[config.mk]
export PLATFORM = sky130hd
export DESIGN_NAME = addition_control_unit
export DESIGN_NICKNAME = d
export VERILOG_FILES = /design/src/rtl/fp_add_pkg.sv /design/src/rtl/shift_amount_calc.sv /design/src/rtl/addition_control_unit.sv
export SDC_FILE = /design/constraint.sdc
export NUM_CORES = 1
export LEC_CHECK = 0
export CORE_AREA = 2 2 55 57
export DETAILED_ROUTE_END_ITERATION = 8
export DIE_AREA = 0 0 57 59
export MAX_ROUTING_LAYER = met4
export PLACE_DENSITY = 0.84
export REMOVE_ABC_BUFFERS = 1
export SKIP_CTS_REPAIR_TIMING = 1
export SLEW_MARGIN = 20
export SYNTH_ARGS = -nofsm -noshare
export SYNTH_HDL_FRONTEND = slang
export SYNTH_SLANG_ARGS = --single-unit
[constraint.sdc]
create_clock -name clk_in -period 5.41 [get_ports clk_in]
set_clock_uncertainty 0.2 [all_clocks]
set_input_delay 0.8115 -clock clk_in [delete_from_list [all_inputs] [get_ports clk_in]]
set_output_delay 0.8115 -clock clk_in [all_outputs]
set_load 0.05 [all_outputs]
[src/rtl/fp_add_pkg.sv]
// Shared definitions for the floating-point adder control path.
package fp_add_pkg;

  typedef enum logic [2:0] {
    IDLE,
    COMPARE,
    ALIGN,
    ADD,
    NORM,
    DONE
  } state_t;

  localparam int unsigned MENT_WIDTH_DEFAULT = 23;
  localparam int unsigned MAX_SHIFT          = MENT_WIDTH_DEFAULT + 1;

  // Largest useful alignment/normalisation distance: mantissa plus hidden bit.
  function automatic int unsigned max_shift_for(input int unsigned ment_width);
    return ment_width + 1;
  endfunction

endpackage

[src/rtl/shift_amount_calc.sv]
// Alignment shift distance: magnitude of the exponent difference, saturated.
module shift_amount_calc
  import fp_add_pkg::*;
#(
  parameter int unsigned EXPO_WIDTH  = 8,
  parameter int unsigned SHIFT_LIMIT = MAX_SHIFT
) (
  input  logic [EXPO_WIDTH:0] diff,
  output logic [4:0]          shift_amt
);

  logic [EXPO_WIDTH-1:0] mag;

  // Sign bit set means exponent1 >= exponent2, so the low bits are already the magnitude.
  always_comb begin
    mag = diff[EXPO_WIDTH] ? diff[EXPO_WIDTH-1:0] : -diff[EXPO_WIDTH-1:0];
    if (mag > EXPO_WIDTH'(SHIFT_LIMIT)) begin
      shift_amt = 5'(SHIFT_LIMIT);
    end else begin
      shift_amt = mag[4:0];
    end
  end

endmodule

[src/rtl/addition_control_unit.sv]
// Sequencer for a multi-cycle floating-point adder: compare, align, add, normalise.
module addition_control_unit
  import fp_add_pkg::*;
#(
  parameter int unsigned EXPO_WIDTH = 8,
  parameter int unsigned MENT_WIDTH = MENT_WIDTH_DEFAULT
) (
  input  logic                clk_in,
  input  logic                rst_in,
  input  logic                start_in,
  input  logic [EXPO_WIDTH:0] exp_diff_in,
  input  logic                carry_in,
  input  logic                msb_in,
  input  logic                zero_in,
  output logic                mux1_sel_out,
  output logic                mux2_sel_out,
  output logic                mux3_sel_out,
  output logic [4:0]          shift_amt_out,
  output logic                align_en_out,
  output logic                add_en_out,
  output logic                norm_right_out,
  output logic                norm_left_out,
  output logic                busy_out,
  output logic                done_out
);

  localparam logic [4:0] SHIFT_LIMIT = 5'(max_shift_for(MENT_WIDTH));

  state_t              state;
  logic [EXPO_WIDTH:0] diff_q;
  logic [4:0]          norm_cnt;
  logic [4:0]          shift_calc;

  shift_amount_calc #(
    .EXPO_WIDTH (EXPO_WIDTH),
    .SHIFT_LIMIT(int'(SHIFT_LIMIT))
  ) u_shift_amount_calc (
    .diff     (diff_q),
    .shift_amt(shift_calc)
  );

  always_ff @(posedge clk_in or posedge rst_in) begin
    if (rst_in) begin
      state          <= IDLE;
      diff_q         <= '0;
      norm_cnt       <= '0;
      mux1_sel_out   <= 1'b0;
      mux2_sel_out   <= 1'b0;
      mux3_sel_out   <= 1'b0;
      shift_amt_out  <= '0;
      align_en_out   <= 1'b0;
      add_en_out     <= 1'b0;
      norm_right_out <= 1'b0;
      norm_left_out  <= 1'b0;
      busy_out       <= 1'b0;
      done_out       <= 1'b0;
    end else begin
      align_en_out   <= 1'b0;
      add_en_out     <= 1'b0;
      norm_right_out <= 1'b0;
      norm_left_out  <= 1'b0;
      done_out       <= 1'b0;
      case (state)
        IDLE: begin
          if (start_in) begin
            state        <= COMPARE;
            busy_out     <= 1'b1;
            diff_q       <= exp_diff_in;
            mux1_sel_out <= exp_diff_in[EXPO_WIDTH];
            mux2_sel_out <= exp_diff_in[EXPO_WIDTH];
            mux3_sel_out <= exp_diff_in[EXPO_WIDTH];
          end
        end
        COMPARE: begin
          state         <= ALIGN;
          shift_amt_out <= shift_calc;
          align_en_out  <= 1'b1;
        end
        ALIGN: begin
          state      <= ADD;
          add_en_out <= 1'b1;
        end
        ADD: begin
          state    <= NORM;
          norm_cnt <= '0;
        end
        NORM: begin
          // A right shift parks the counter at its limit so the next cycle exits.
          if (zero_in || norm_cnt == SHIFT_LIMIT) begin
            state    <= DONE;
            done_out <= 1'b1;
          end else if (carry_in) begin
            norm_right_out <= 1'b1;
            norm_cnt       <= SHIFT_LIMIT;
          end else if (!msb_in) begin
            norm_left_out <= 1'b1;
            norm_cnt      <= norm_cnt + 5'd1;
          end else begin
            state    <= DONE;
            done_out <= 1'b1;
          end
        end
        DONE: begin
          state         <= IDLE;
          busy_out      <= 1'b0;
          diff_q        <= '0;
          norm_cnt      <= '0;
          mux1_sel_out  <= 1'b0;
          mux2_sel_out  <= 1'b0;
          mux3_sel_out  <= 1'b0;
          shift_amt_out <= '0;
        end
        default: begin
          state <= IDLE;
        end
      endcase
    end
  end

endmodule

Yosys cells after proc, flatten, opt, wreduce, memory -nomap -nowiden
Cells that the tools add are included.
- $add $sub $neg: 2
- $lt $le $gt $ge: 1
- equality and inequality tests: 11
- muxes and demuxes: 31
- reduce and logical (&&, ||, !) cells: 9
- operators with widths (kind ; number):
    $mux 5 ; 4
    $pmux 5 s2 ; 2
    $pmux 9 s2 ; 1
    $mux 1 ; 15
    $pmux 3 s5 ; 1
    $mux 3 ; 4
    $mux 9 ; 1
    $ne 3x3->1 const B ; 3
    $gt 8x5->1 const B ; 1
    $mux 8 ; 1
    $neg 8->8 ; 1
    $eq 3x2->1 const B ; 2
    $eq 3x3->1 const B ; 2
    $reduce_and 3->1 ; 2
    $reduce_bool 2->1 ; 3
    $add 5x1->5 const B ; 1
    $eq 5x5->1 const B ; 1
    $ne 2x2->1 const B ; 2
    $pmux 1 s2 ; 2
    $eq 3x1->1 const B ; 1
    $logic_not 3->1 ; 1
    $reduce_and 2->1 ; 1
    $reduce_or 2->1 ; 1
    $logic_or 1x1->1 ; 1
- register bits: 29
- input port bits: 15
- output and inout bits: 14

Depth between registers and ports, before layout
Gate-level depths: netlist of run 1.
- depth in word-level cells: 5
- mapped depth: 7
- mapped depth without buffers: 7

Cells and area by module
Synthesis of run 1 repeated with hierarchy kept, for this count alone.
- cells, all modules: 156
- area total of the unflattened synthesis: 1551.5 µm²
- modules (own cells, without submodules) (module ; times used ; cells an instance ; area an instance (µm²)):
    addition_control_unit ; 1 ; 121 ; 1313.8
    shift_amount_calc ; 1 ; 35 ; 237.7

Least setup slack after synthesis of run 1
No wires, ideal clock.
- kind: input-to-reg
- start: in carry_in
- end: reg norm_cnt[3]
- arrival: 1.779 ns
- setup slack: 3.331 ns
- stages on the path: 4
- path through: clkbuf_1 > o2111ai_1 > nor2_1 > a311oi_1
- longest elaborated chain between the ends: 3
- ends and longest elaborated chain (what ; RTL line ; RTL):
    start, declared ; addition_control_unit.sv:12 ; input logic carry_in,
    $mux 5 ; addition_control_unit.sv:92 ; end else if (carry_in) begin
    $mux 5 ; addition_control_unit.sv:89 ; if (zero_in || norm_cnt == SHIFT_LIMIT) begin
    $pmux 5 s2 ; addition_control_unit.sv:63 ; case (state)
    end signal, assigned ; addition_control_unit.sv:97 ; norm_cnt <= norm_cnt + 5'd1;
    end, declared ; addition_control_unit.sv:31 ; logic [4:0] norm_cnt;
Parallel ways exist; a longest one is shown, timed or not. The select of a mux whose other input is x is not followed.
A chain may end at the register's enable or synchronous reset.

==> qor.txt, run 1 <==
Setup tns final: 0 ns
Pwr dens: 603 nW/um2
Iter 0 DRT Violations: 38
P_leak: 0.000773 uW
Initial core utilization: 0.520
Antenna viol nets, final: 0
Sequential cell area fraction in the yosys report: 0.497
CTS sink cnt: 28
Unrepaired setup endpoints after global routing: false
TritonCTS clock tree: done
Type of the most critical hold path: reg2reg
Share of cells above drive strength 1: 0.0727
Vias per inst: 5.59
Dpl hpwl: 2260 um
Total of warnings raised by yosys: 0
Routed len/inst: 14.9 um
Placed Area: 1690 um2
Multi-input gate area: 646 um2
# IOs: 29
Yosys reg bits: 28
Critical Path Sink Type: output pin
Die Width: 57 um
Die height: 59 um
Setup CP Type: reg2out
Final wirelength: 2910 um
Area contributors post-synth: dfrtp_1 50%, nor2_1 7.5%, mux2i_1 3.5%
Cell Chain, Critical Path: clkdlybuf4s50_1
First-pass GRT wire length: 5160 um
Worst R2R Setup Slack: 3.33 ns
Mapped Area: 1410 um2
Largest net degree at the start of global routing: 29
Final Critical Period: 2.78 ns
Gate Count Post-Synth: 140
Design area: 1740 um2
Synth async-reset ratio: 1.00
Reg clk slew, reported paths: 0.15 ns
Register cell area after layout: 701 um2
H-tree depth: 1
Status: complete, no violations
GRT Overall Usage: 0.203
Total power: 1050 uW
CP max stage cell: clkdlybuf4s50_1
Startpoint types: flip-flop
Worst endpoint data arrival time: 1.76 ns
Site Rows: 19
Final Hold Fails: 0
F_max: 0.360 GHz
Clock latency at the later pin of the worst-skew pair: 0.33 ns
Filler instances: 232
Deepest clock path buffer count: 2
Setup violations, final: 0
CTS Root Cell: clkbuf_4
Avg Cell Area, Syn: 10.1 um2
Crit-path leading delay family: buffers and inverters
Synth cell types: 38
Most common library cells after synthesis: 28 x dfrtp_1, 28 x nor2_1, 10 x inv_1
Antenna Cells: 0
Max FO, Critical Path: 10
Post-synth EDFFs: 0
WP buf/inv: 1
Initial antenna violation count: 0
Util after Layout: 0.642
Worst vdd ir: 0.000482 V
Port bufs: 28
Die area: 3360 um2
GP Congestion: 0.804
Number of buffers created by CTS: 3
Actual slew at the worst max-slew pin: 0.719 ns
Gr ovfl total: 0
Slowest stage delay, CP: 0.87 ns
Period utilization: 0.513
Residual DRC: 0
Synth area leader: dfrtp_1
Share of the synthesized area in the top cell type: 0.497
Total core area: 2710 um2
Vias: 1095
Number of max-cap violations: 0
Ys flop type: dfrtp_1
Fin nets: 184
Worst path required time: 4.40 ns
Count of pins over their slew limit: 0
Rel. slew slack: 0.518
Vias in the first global route: 1187
TritonRoute pass-1 iters: 4
Syn-to-layout area delta: 23.3%
## state kept, by name, indices dropped and copies added, names as in the netlist
| signal | count |
|---|---|
| diff_q | 9 |
| norm_right_out | 1 |
| shift_amt_out | 5 |
| norm_left_out | 1 |
| busy_out | 1 |
| done_out | 1 |
| add_en_out | 1 |
| align_en_out | 1 |
| state | 3 |
| norm_cnt | 5 |
## placed cells by master (no fill, tap or decap), types with 4 or more instances in the layout
| cell type | instances |
|---|---|
| nor2_1 | 28 |
| dfrtp_1 | 28 |
| clkdlybuf4s50_1 | 28 |
| inv_1 | 9 |
| a22o_1 | 5 |
| mux2i_1 | 5 |
| a21oi_1 | 5 |
| nand2_1 | 5 |
| o21ai_0 | 5 |
| nand2b_1 | 4 |
## stage by stage
stage / worst slack [ns] / cells / hold slack, ns
6_report: 2.63 / 196 / 0.308
5_1_grt: 2.56 / 196 / 0.338
4_1_cts: 2.63 / 196 / 0.312
3_5_place_dp: 2.39 / 192 / 0.272
3_3_place_gp: 2.49 / 192 / 0.259
2_1_floorplan: 2.92 / 133 / 0.259
## layout make-up
| class | instances | share of cell area |
|---|---|---|
| multi-input cells | 95 | 0.371 |
| inverters | 10 | 0.0216 |
| repair buffers | 28 | 0.161 |
| clock buffers | 4 | 0.0209 |
| flip-flops and latches | 28 | 0.403 |
| well taps | 31 | 0.0223 |
## layer usage
metal	share of wire	GRT usage
met5	0	-
met4	0.0031	0.0698
met3	0.032	0.0262
met1	0.40	0.231
met2	0.56	0.368
## where the power goes
part           switching (uW)  total (uW)  internal [uW]  leakage, uW
sequential               97.7         387            290     0.000360
clock                    62.4         104           41.2    0.0000210
combinational             328         558            231     0.000392
total                     488        1050            561     0.000773
## kinds of logic (layout without fill, tap and decap cells)
kind of cell / count (synthesis) / count (layout) / synth area share
flip-flops: 28 / 28 / 0.497
buffers and inverters: 17 / 42 / 0.0515
AO/OA/AOI/OAI: 29 / 29 / 0.165
adder cells (fa/ha/maj): 3 / 3 / 0.0266
multiplexers: 6 / 6 / 0.0461
AND/OR/NAND/NOR: 54 / 54 / 0.195
XOR/XNOR: 3 / 3 / 0.0186
## worst paths after layout
path / end / start / cells after the start
min reg2reg: shift_amt_out[0]$_DFFE_PP0P_ / shift_amt_out[0]$_DFFE_PP0P_ / 2
max: mux2_sel_out / diff_q[8]$_DFFE_PP0P_ / 1
min in group asynchronous: diff_q[4]$_DFFE_PP0P_ / rst_in / 2
min: shift_amt_out[0]$_DFFE_PP0P_ / shift_amt_out[0]$_DFFE_PP0P_ / 2
max reg2reg: shift_amt_out[2]$_DFFE_PP0P_ / diff_q[0]$_DFFE_PP0P_ / 6
max in group asynchronous: state[0]$_DFFE_PP0P_ / rst_in / 2
(Power assumes the default switching activity.)
==> inputs of run 2 (changes only) <==
--- a/config.mk
+++ b/config.mk
@@ -5,11 +5,11 @@
 export SDC_FILE = /design/constraint.sdc
 export NUM_CORES = 1
 export LEC_CHECK = 0
-export CORE_AREA = 2 2 55 57
+export CORE_AREA = 2 2 59 61
 export DETAILED_ROUTE_END_ITERATION = 8
-export DIE_AREA = 0 0 57 59
+export DIE_AREA = 0 0 61 63
 export MAX_ROUTING_LAYER = met4
-export PLACE_DENSITY = 0.84
+export PLACE_DENSITY = 0.77
 export REMOVE_ABC_BUFFERS = 1
 export SKIP_CTS_REPAIR_TIMING = 1
 export SLEW_MARGIN = 20
==> constraint.sdc (replaced) <==
create_clock -name clk_in -period 2.55 [get_ports clk_in]
set_clock_uncertainty 0.2 [all_clocks]
set_input_delay 0.3825 -clock clk_in [delete_from_list [all_inputs] [get_ports clk_in]]
set_output_delay 0.3825 -clock clk_in [all_outputs]
set_load 0.05 [all_outputs]
==> qor.txt, run 2 (synthesis gave the netlist of run 1 again) <==
Placed Area: 1740 um2 (was 1690 um2)
CTS Root Cell: clkbuf_4 (unchanged)
Final Critical Period: 2.33 ns
TritonRoute pass-1 iters: 4 (unchanged)
Cell Chain, Critical Path: clkdlybuf4s50_1 (unchanged)
Design area: 1760 um2 (was 1740 um2)
R2r endpoint: shift_amt_out[2]$_DFFE_PP0P_ (unchanged)
Dpl cells: 210 (was 192)
Non-Filler Instances: 213 (was 196)
Initial core utilization: 0.436 (was 0.520)
Port bufs: 28 (unchanged)
CTS sink cnt: 28 (unchanged)
Pwr dens: 1230 nW/um2 (was 603 nW/um2)
Multi-input gate area: 637 um2 (was 646 um2)
Rel. slew slack: 0.616 (was 0.518)
# IOs: 29 (unchanged)
Total core area: 3230 um2 (was 2710 um2)
Largest net degree at the start of global routing: 29 (unchanged)
Startpoint types: flip-flop (unchanged)
Clock latency at the later pin of the worst-skew pair: 0.33 ns (about the same)
Die Width: 61 um (was 57 um)
Final wirelength: 2730 um (was 2910 um)
Reg clk slew, reported paths: 0.14 ns (was 0.15 ns)
Die area: 3840 um2 (was 3360 um2)
Die height: 63 um (was 59 um)
Number of buffers created by CTS: 3 (unchanged)
Worst path required time: 1.97 ns (was 4.40 ns)
TritonCTS clock tree: done (unchanged)
Setup tns final: 0 ns (unchanged)
Largest register FFs: 9 (unchanged)
Type of the most critical hold path: in2async (was reg2reg)
Period utilization: 0.913
Count of pins over their slew limit: 0 (unchanged)
Filler instances: 307 (was 232)
WP buf/inv: 1 (unchanged)
Gr ovfl total: 0 (unchanged)
Critical Path Sink Type: output pin (unchanged)
Residual DRC: 0 (unchanged)
Setup slack after layout: 0.221 ns (was 2.63 ns)
Leading cell types in the layout, fill and taps excluded: 28 x nor2_1, 28 x dfrtp_1, 28 x clkdlybuf4s50_1, 10 x inv_1 (was 28 x nor2_1, 28 x dfrtp_1, 28 x clkdlybuf4s50_1, 9 x inv_1)
Critical path launch point: diff_q[8]$_DFFE_PP0P_ (unchanged)
Vias per inst: 5.08 (was 5.59)
F_max: 0.429 GHz
Site Rows: 21 (was 19)
P_leak: 0.000778 uW (was 0.000773 uW)
Vias: 1082 (was 1095)
Worst endpoint data arrival time: 1.75 ns (was 1.76 ns)
Register cell area after layout: 701 um2 (unchanged)
Slowest stage delay, CP: 0.87 ns (about the same)
Setup CP Type: reg2out (unchanged)
Crit-path leading delay family: buffers and inverters (unchanged)
Util after Layout: 0.544 (was 0.642)
Setup violations, final: 0 (unchanged)
Reg2reg start: diff_q[0]$_DFFE_PP0P_ (unchanged)
Number of max-cap violations: 0 (unchanged)
Unrepaired setup endpoints after global routing: false (unchanged)
Share of cells above drive strength 1: 0.0778 (was 0.0727)
Crit path to: mux2_sel_out (unchanged)
Vias in the first global route: 1159 (was 1187)
CP max stage cell: clkdlybuf4s50_1 (unchanged)
Dpl hpwl: 2130 um (was 2260 um)
Routed len/inst: 12.8 um (was 14.9 um)
Antenna viol nets, final: 0 (unchanged)
Post-Place Worst Slack: 0.283 ns (was 2.39 ns)
Max FO, Critical Path: 10 (unchanged)
Syn-to-layout area delta: 24.7% (was 23.3%)
GP Congestion: 0.856 (was 0.804)
Antenna Cells: 0 (unchanged)
Fin nets: 187 (was 184)
H-tree depth: 1 (unchanged)
First-pass GRT wire length: 4740 um (was 5160 um)
Worst R2R Setup Slack: 0.45 ns (was 3.33 ns)
Worst vdd ir: 0.000330 V (was 0.000482 V)
Status: complete, no violations (unchanged)
Most flops, register: diff_q (unchanged)
Largest registers: diff_q (9), norm_cnt (5), shift_amt_out (5) (unchanged)
Initial antenna violation count: 0 (unchanged)
Final Hold Fails: 0 (unchanged)
Actual slew at the worst max-slew pin: 0.576 ns (was 0.719 ns)
Worst r2r path cells: 6 (unchanged)
Path length in cells of the critical path: 1 (unchanged)
Deepest clock path buffer count: 2 (unchanged)
GRT Overall Usage: 0.167 (was 0.203)
Iter 0 DRT Violations: 53 (was 38)
[run 2: how the worst min path moves through the flow]
| stage | start | end | slack (ns) | cells after the start |
|---|---|---|---|---|
| after detailed placement | shift_amt_out[0]$_DFFE_PP0P_ | shift_amt_out[0]$_DFFE_PP0P_ | 0.27 | 2 |
| after global routing | rst_in | state[1]$_DFFE_PP0P_ | 0.23 | 3 |
| after CTS | rst_in | norm_cnt[2]$_DFFE_PP0P_ | 0.21 | 3 |
| after global placement | shift_amt_out[2]$_DFFE_PP0P_ | shift_amt_out[2]$_DFFE_PP0P_ | 0.27 | 2 |
| final | rst_in | norm_cnt[0]$_DFFE_PP0P_ | 0.20 | 3 |
| after floorplan | rst_in | add_en_out$_DFF_PP0_ | 0.25 | 1 |
[run 2: worst reg2reg max path, cell delays in order (launching register included)]
cell and delay (ns):
dfrtp_1 0.40, inv_1 0.12, ha_1 0.23, a41oi_1 0.15, nor4_1 0.38, a41oi_4 0.09, o41ai_1 0.41
[run 2: cell type report]
cell class                      count  share of cell area
Clock buffer                        3              0.0128
Inverter                           10              0.0214
Multi-Input combinational cell     95               0.362
Sequential cell                    28               0.399
Tap cell                           46              0.0327
Timing Repair Buffer               31               0.172
[run 2: metrics by stage]
step	total power [uW]	hold slack (ns)
2_1_floorplan	1660	0.248
3_3_place_gp	1980	0.270
3_5_place_dp	2010	0.269
4_1_cts	2180	0.206
5_1_grt	2340	0.226
6_report	2160	0.199
[run 2: metal layers]
| metal | track usage | share of wire | vias to the layer above |
|---|---|---|---|
| li1 | - | - | 544 |
| met1 | 0.172 | 0.41 | 505 |
| met2 | 0.292 | 0.52 | 28 |
| met3 | 0.0373 | 0.051 | 5 |
| met4 | 0.0761 | 0.015 | 0 |
| met5 | - | 0 | - |
[run 2: power by group]
part | total [uW] | switching (uW) | internal (uW)
sequential | 801 | 187 | 615
combinational | 1190 | 689 | 497
clock | 178 | 122 | 55.6
